==> config.mk <==
export PLATFORM = sky130hd
export DESIGN_NAME = double_dabble_converter_flat
export DESIGN_NICKNAME = d
export VERILOG_FILES = /design/src/rtl/double_dabble_converter_if.sv /design/src/rtl/double_dabble_converter.sv /design/src/flat_wrapper.sv
export SDC_FILE = /design/constraint.sdc
export NUM_CORES = 1
export LEC_CHECK = 0
export BUFFER_PORTS_ARGS = -buffer_cell sky130_fd_sc_hd__buf_2
export CAP_MARGIN = 20
export CORE_MARGIN = 2
export CORE_UTILIZATION = 55
export CTS_CLUSTER_DIAMETER = 60
export DETAILED_ROUTE_END_ITERATION = 12
export HOLD_SLACK_MARGIN = 0.03
export PLACE_DENSITY = 0.77
export SYNTH_ARGS = -nofsm -noshare
export SYNTH_HDL_FRONTEND = slang
export SYNTH_SLANG_ARGS = --single-unit
export TNS_END_PERCENT = 50
==> constraint.sdc <==
create_clock -name clk -period 3.42 [get_ports clk]
set_input_delay 0 -clock clk [delete_from_list [all_inputs] [get_ports clk]]
set_output_delay 0 -clock clk [all_outputs]
set_load 0.01 [all_outputs]
==> src/rtl/double_dabble_converter_if.sv <==
// Handshake bundle between switch_logic and the double-dabble converter.
// The master side supplies the binary value, the slave side returns packed BCD.
interface double_dabble_converter_if #(
  parameter int BIN_WIDTH = 16,
  parameter int DIGITS    = 5
);
  logic [BIN_WIDTH-1:0] bin_in;
  logic                 in_valid;
  logic                 in_ready;
  logic [4*DIGITS-1:0]  bcd_out;
  logic                 out_valid;
  logic                 overflow;

  modport master (
    output bin_in,
    output in_valid,
    input  in_ready,
    input  bcd_out,
    input  out_valid,
    input  overflow
  );

  modport slave (
    input  bin_in,
    input  in_valid,
    output in_ready,
    output bcd_out,
    output out_valid,
    output overflow
  );
endinterface

==> src/rtl/double_dabble_converter.sv <==
// Sequential binary-to-BCD converter (shift-add-3), one input bit per clock.
// Accepts a value when idle, shifts it through a BCD scratch register for
// BIN_WIDTH cycles, then publishes the packed digits with a one-cycle pulse.
// Optional build macro: OVERFLOW_SAT_EN -- on overflow the result shown is
// 9 in every display digit (higher digits zero) instead of the true BCD.
module double_dabble_converter #(
  parameter int BIN_WIDTH   = 16,
  parameter int DIGITS      = 5,
  parameter int DISP_DIGITS = 4
) (
  input  logic                     clk,
  input  logic                     reset,
  double_dabble_converter_if.slave bus
);

  localparam int CNT_W = $clog2(BIN_WIDTH + 1);
  localparam int BCD_W = 4 * DIGITS;
  localparam logic [CNT_W-1:0] LAST_CNT = CNT_W'(BIN_WIDTH - 1);

  typedef enum logic [1:0] {
    IDLE,
    SHIFT,
    DONE
  } state_t;

  state_t               state;
  logic [BIN_WIDTH-1:0] shift_reg;
  logic [BIN_WIDTH-1:0] next_shift;
  logic [BCD_W-1:0]     scratch;
  logic [BCD_W-1:0]     adj_scratch;
  logic [BCD_W-1:0]     next_scratch;
  logic [BCD_W-1:0]     final_bcd;
  logic [CNT_W-1:0]     count;
  logic                 high_nonzero;

  // The converter only takes a new value while idle and out of reset.
  assign bus.in_ready = (state == IDLE) && !reset;

  // One shift-add-3 step: correct every digit >= 5, then shift the next bit in.
  always_comb begin
    adj_scratch = scratch;
    for (int i = 0; i < DIGITS; i++) begin
      if (scratch[4*i +: 4] >= 4'd5) begin
        adj_scratch[4*i +: 4] = scratch[4*i +: 4] + 4'd3;
      end
    end
    // The top scratch bit is always zero here since DIGITS covers the full range.
    next_scratch = BCD_W'({adj_scratch, shift_reg[BIN_WIDTH-1]});
    next_shift   = {shift_reg[BIN_WIDTH-2:0], 1'b0};
    high_nonzero = |next_scratch[BCD_W-1:4*DISP_DIGITS];
`ifdef OVERFLOW_SAT_EN
    final_bcd = high_nonzero ? BCD_W'({DISP_DIGITS{4'h9}}) : next_scratch;
`else
    final_bcd = next_scratch;
`endif
  end

  // Control FSM plus datapath registers; results are held until the next completion.
  always_ff @(posedge clk) begin
    if (reset) begin
      state         <= IDLE;
      shift_reg     <= '0;
      scratch       <= '0;
      count         <= '0;
      bus.bcd_out   <= '0;
      bus.overflow  <= 1'b0;
      bus.out_valid <= 1'b0;
    end else begin
      case (state)
        IDLE: begin
          bus.out_valid <= 1'b0;
          if (bus.in_valid) begin
            shift_reg <= bus.bin_in;
            scratch   <= '0;
            count     <= '0;
            state     <= SHIFT;
          end
        end
        SHIFT: begin
          scratch   <= next_scratch;
          shift_reg <= next_shift;
          count     <= count + 1'b1;
          if (count == LAST_CNT) begin
            bus.bcd_out   <= final_bcd;
            bus.overflow  <= high_nonzero;
            bus.out_valid <= 1'b1;
            state         <= DONE;
          end
        end
        DONE: begin
          bus.out_valid <= 1'b0;
          state         <= IDLE;
        end
        default: begin
          bus.out_valid <= 1'b0;
          state         <= IDLE;
        end
      endcase
    end
  end

endmodule

==> src/flat_wrapper.sv <==
// flat-port wrapper written by rule: the top's interface ports become plain ports
module double_dabble_converter_flat 
#(
  parameter int BIN_WIDTH   = 16,
  parameter int DIGITS      = 5,
  parameter int DISP_DIGITS = 4
)
  (clk, reset, bus_bin_in, bus_in_valid, bus_in_ready, bus_bcd_out, bus_out_valid, bus_overflow);
  double_dabble_converter_if #(.BIN_WIDTH(BIN_WIDTH), .DIGITS(DIGITS)) bus_i ();
  input  logic clk;
  input  logic reset;
  input wire logic [$bits(bus_i.bin_in)-1:0] bus_bin_in;
  input wire logic [$bits(bus_i.in_valid)-1:0] bus_in_valid;
  output wire logic [$bits(bus_i.in_ready)-1:0] bus_in_ready;
  output wire logic [$bits(bus_i.bcd_out)-1:0] bus_bcd_out;
  output wire logic [$bits(bus_i.out_valid)-1:0] bus_out_valid;
  output wire logic [$bits(bus_i.overflow)-1:0] bus_overflow;
  assign bus_i.bin_in = bus_bin_in;
  assign bus_i.in_valid = bus_in_valid;
  assign bus_in_ready = bus_i.in_ready;
  assign bus_bcd_out = bus_i.bcd_out;
  assign bus_out_valid = bus_i.out_valid;
  assign bus_overflow = bus_i.overflow;
  double_dabble_converter #(.BIN_WIDTH(BIN_WIDTH), .DIGITS(DIGITS), .DISP_DIGITS(DISP_DIGITS)) u_core (.clk(clk), .reset(reset), .bus(bus_i));
endmodule
==> results.toml <==
[timing]
worst_clock_skew_ns = 0.00671
max_slew.worst_pin.slew_ns = 0.772
drv_slew = 0
min_period_over_period = 0.642
timing.slew.headroom = 0.485
setup_viol = 0
clock.fmax_mhz = 455
final_hold_viol_count = 0
rsz0062_at_grt = "false"
period_minus_slack_ns = 2.20
total_neg_setup_slack_ns = 0

[clocking]
clock_insertion_delay_worst_skew_ns = 0.34
clockBufferDepth = 2
cts_post_setup_buffers_inserted = 0
clk_pin_slew_worst_paths_ns = 0.07
root_buffer = "sky130_fd_sc_hd__clkbuf_8"
post_cts.resized_instances = 0
numCtsBuffers = 9
cts_tree = "yes"
cts.sinks = 65
h-tree-depth = 3

[setup_path]
crit_path_start_kind = "register"
crit_start = "u_core.state[1]"
regToRegSetupSlack_ns = 1.22
worstSetupPathType = "reg -> reg"
timing.critical_path.max_delay_family = "flip-flops"
arrival_ns = 2.41
crit_slowest_cell = "sky130_fd_sc_hd__dfxtp_1"
timing.critical_path.to_type = "register"
critical_path.max_stage_delay_ns = 0.82
cp_max_fo = 26
path_buf_inv = 2
capture_point_of_the_worst_path = "u_core.shift_reg[2]"
r2r-end = "u_core.shift_reg[2]"
timing.critical_path.depth = 5
r2r-start = "u_core.state[1]"
cp.required_ns = 3.63
cells_traversed_along_the_worst_timing_path = "nand2b_1 -> nor2_1 -> buf_4 -> a222oi_1 -> inv_1"
timing.reg2reg.worst_path_depth = 5

[power_and_ir_drop]
power.clock.fraction = 0.395
irDropWorstVdd_mv = 0.325
p_seq_frac = 0.540
sw_frac_of_total = 0.239
p_leak_nw = 1.51
netSwitchingPower_uw = 350
power_per_cell_area_nw_per_um2 = 426
share_comb_of_total_power = 0.066
totalPowerFinal_mw = 1.47
internal_power_mw = 1.12

[die]
core_area_um2 = 5200
die_w_um = 78.0
chipHeight_um = 78.0
row_count = 26
floorplan.die_area_um2 = 6090
initial_utilization = 0.579
io_pins = 42

[logic_synthesis]
synth_seq_area_share = 0.432
synth.distinct_cells = 43
synth-edff-count = 0
synth.cell_area_um2 = 3010
async_flop_share = 0
netlist.top_cell.by_area = "sky130_fd_sc_hd__dfxtp_1"
post_synth.cell_area_avg_um2 = 9.33
synth_nets = 354
most_used_dff_post_synth = "sky130_fd_sc_hd__dfxtp_1"
number_of_instances_in_the_synthesized_netlist = 323
synth_seq_cells = 65
netlist.area_leader.share = 0.432
synth_warnings = 0
synth_top_cells_by_area = "sky130_fd_sc_hd__dfxtp_1, sky130_fd_sc_hd__ha_1, sky130_fd_sc_hd__nor2_1"

[routing]
route.antenna.remaining_nets = 0
vias = 2473
vias_per_cell = 5.63
drt_first_iter_violations = 126
postRouteWirelength_mm = 6.31
drt_pre_antenna_iters = 7
wire_per_inst_um = 14.4
drc_errors = 0

[final_layout]
layout-drive-gt1-share = 0.198
final_nets = 395
multi_input_comb_area_um2 = 1490
area.growth.synth_to_final_pct = 14.2
fill_cells = 437
antenna_cells = 0
area.sequential_um2 = 1300

[placement]
port_buffers = 41
finalWeightedCongestion = 0.774
hpwlAfterDp_mm = 4.05

[global_route]
grt_overflow_total = 0
globalRouteTotalUtil = 0.222
grt_pass1_vias = 2328
grt_first_pass_wirelength_mm = 10.7
antenna_found_initial = 0
largest_net_degree_at_the_start_of_global_routing = 42

[run_status]
status = "finished, final reports clean"

[job]
drv_cap = 0

[min_path]
kind_of_path_behind_the_tightest_hold_check = "in -> reg"
stage by stage:
stage / utilization / cells / hold WS [ns] / setup WS [ns] / cell area [um^2]
final: 0.661 / 439 / 0.0953 / 1.22 / 3440
after detailed placement: 0.614 / 416 / 0.221 / 1.37 / 3200
after floorplan: - / 323 / 0.0515 / 1.83 / 3010
after global routing: 0.661 / 439 / 0.135 / 1.09 / 3440
after CTS: 0.661 / 439 / 0.0820 / 1.37 / 3440
after global placement: 0.614 / 416 / 0.215 / 1.45 / 3200
area by class of cell:
cell class | instances | area share
multi-input cells | 214 | 0.434
flip-flops and latches | 65 | 0.378
repair buffers | 50 | 0.0844
clock buffers | 13 | 0.0462
inverters | 24 | 0.0276
well taps | 70 | 0.0255
clock inverters | 3 | 0.00437
power by group through the flow:
| stage | Clock (mW) | Combinational [mW] | Sequential, mW |
|---|---|---|---|
| 5_1_grt | 0.627 | 0.108 | 0.793 |
| 2_1_floorplan | 0 | 0.0753 | 0.800 |
| 3_3_place_gp | 0 | 0.0873 | 0.808 |
| 4_1_cts | 0.592 | 0.0955 | 0.791 |
| 6_report | 0.579 | 0.0961 | 0.792 |
| 3_5_place_dp | 0 | 0.0892 | 0.808 |
worst min path at each step:
stage	start	endpoint	slack [ns]	cells after the start
2_1_floorplan	reset	bus_in_ready	0.05	1
3_3_place_gp	bus_bin_in[0]	u_core.shift_reg[0]	0.22	2
3_5_place_dp	bus_bin_in[0]	u_core.shift_reg[0]	0.22	2
4_1_cts	bus_bin_in[13]	u_core.shift_reg[13]	0.08	5
5_1_grt	bus_bin_in[13]	u_core.shift_reg[13]	0.14	5
6_report	bus_bin_in[13]	u_core.shift_reg[13]	0.1	5
logic make-up after synthesis:
logic type	synth area share
buffers and inverters	0.0731
and+or+nand+nor	0.168
DFF	0.432
xor gates and xnor gates	0.0145
adders and majority gates	0.0498
muxes	0.0311
AOI/OAI and AO/OA	0.231
tightest hold or removal path, stage by stage:
cell                        delay [ns]
sky130_fd_sc_hd__buf_2            0.09
sky130_fd_sc_hd__nor2_1           0.07
sky130_fd_sc_hd__a21oi_1          0.07
sky130_fd_sc_hd__nor2_1           0.08
sky130_fd_sc_hd__a2111oi_0        0.06
Yosys cell counts, drive strengths merged, types with 2 or more instances:
master,count
nand3b,4
a211oi,9
a21o,8
o31ai,4
nor3,7
nor2b,2
a22oi,3
a21oi,26
o22ai,7
a222oi,6
mux2,3
xnor2,5
ha,12
nor2,37
nand2b,10
mux2i,6
a311oi,2
nand2,9
a22o,10
buf,19
o221a,5
dfxtp,65
a32o,4
inv,23
o21ai,10
nor3b,17
routing by layer:
metal | vias to the layer above | GRT usage | routed length, um
li1 | 1244 | - | -
met1 | 1168 | 0.266 | 2970
met2 | 52 | 0.379 | 3000
met3 | 9 | 0.0632 | 248
met4 | 0 | 0.0825 | 95
met5 | - | 0 | 0
cells in the final DEF, fill, tap and decap left out, types with 6 or more instances in the layout:
master	instances
sky130_fd_sc_hd__clkbuf_8	11
sky130_fd_sc_hd__o21ai_0	8
sky130_fd_sc_hd__nor3b_1	17
sky130_fd_sc_hd__a21o_1	8
sky130_fd_sc_hd__nor2_1	36
sky130_fd_sc_hd__nor3_1	7
sky130_fd_sc_hd__inv_1	23
sky130_fd_sc_hd__a222oi_1	6
sky130_fd_sc_hd__o22ai_1	7
sky130_fd_sc_hd__mux2i_1	6
sky130_fd_sc_hd__a21oi_1	25
sky130_fd_sc_hd__ha_1	12
sky130_fd_sc_hd__a211oi_1	9
sky130_fd_sc_hd__a22o_1	10
sky130_fd_sc_hd__dfxtp_1	65
sky130_fd_sc_hd__buf_2	41
sky130_fd_sc_hd__nand2_1	9
sky130_fd_sc_hd__dlygate4sd3_1	7
sky130_fd_sc_hd__nand2b_1	9
what timing repair did:
item                                    in CTS  in global routing
endpoints found under the hold margin        7                  0
hold buffers                                 7                  0
endpoints found under the setup margin       0                  0
Power figures use the tool's default switching activity.
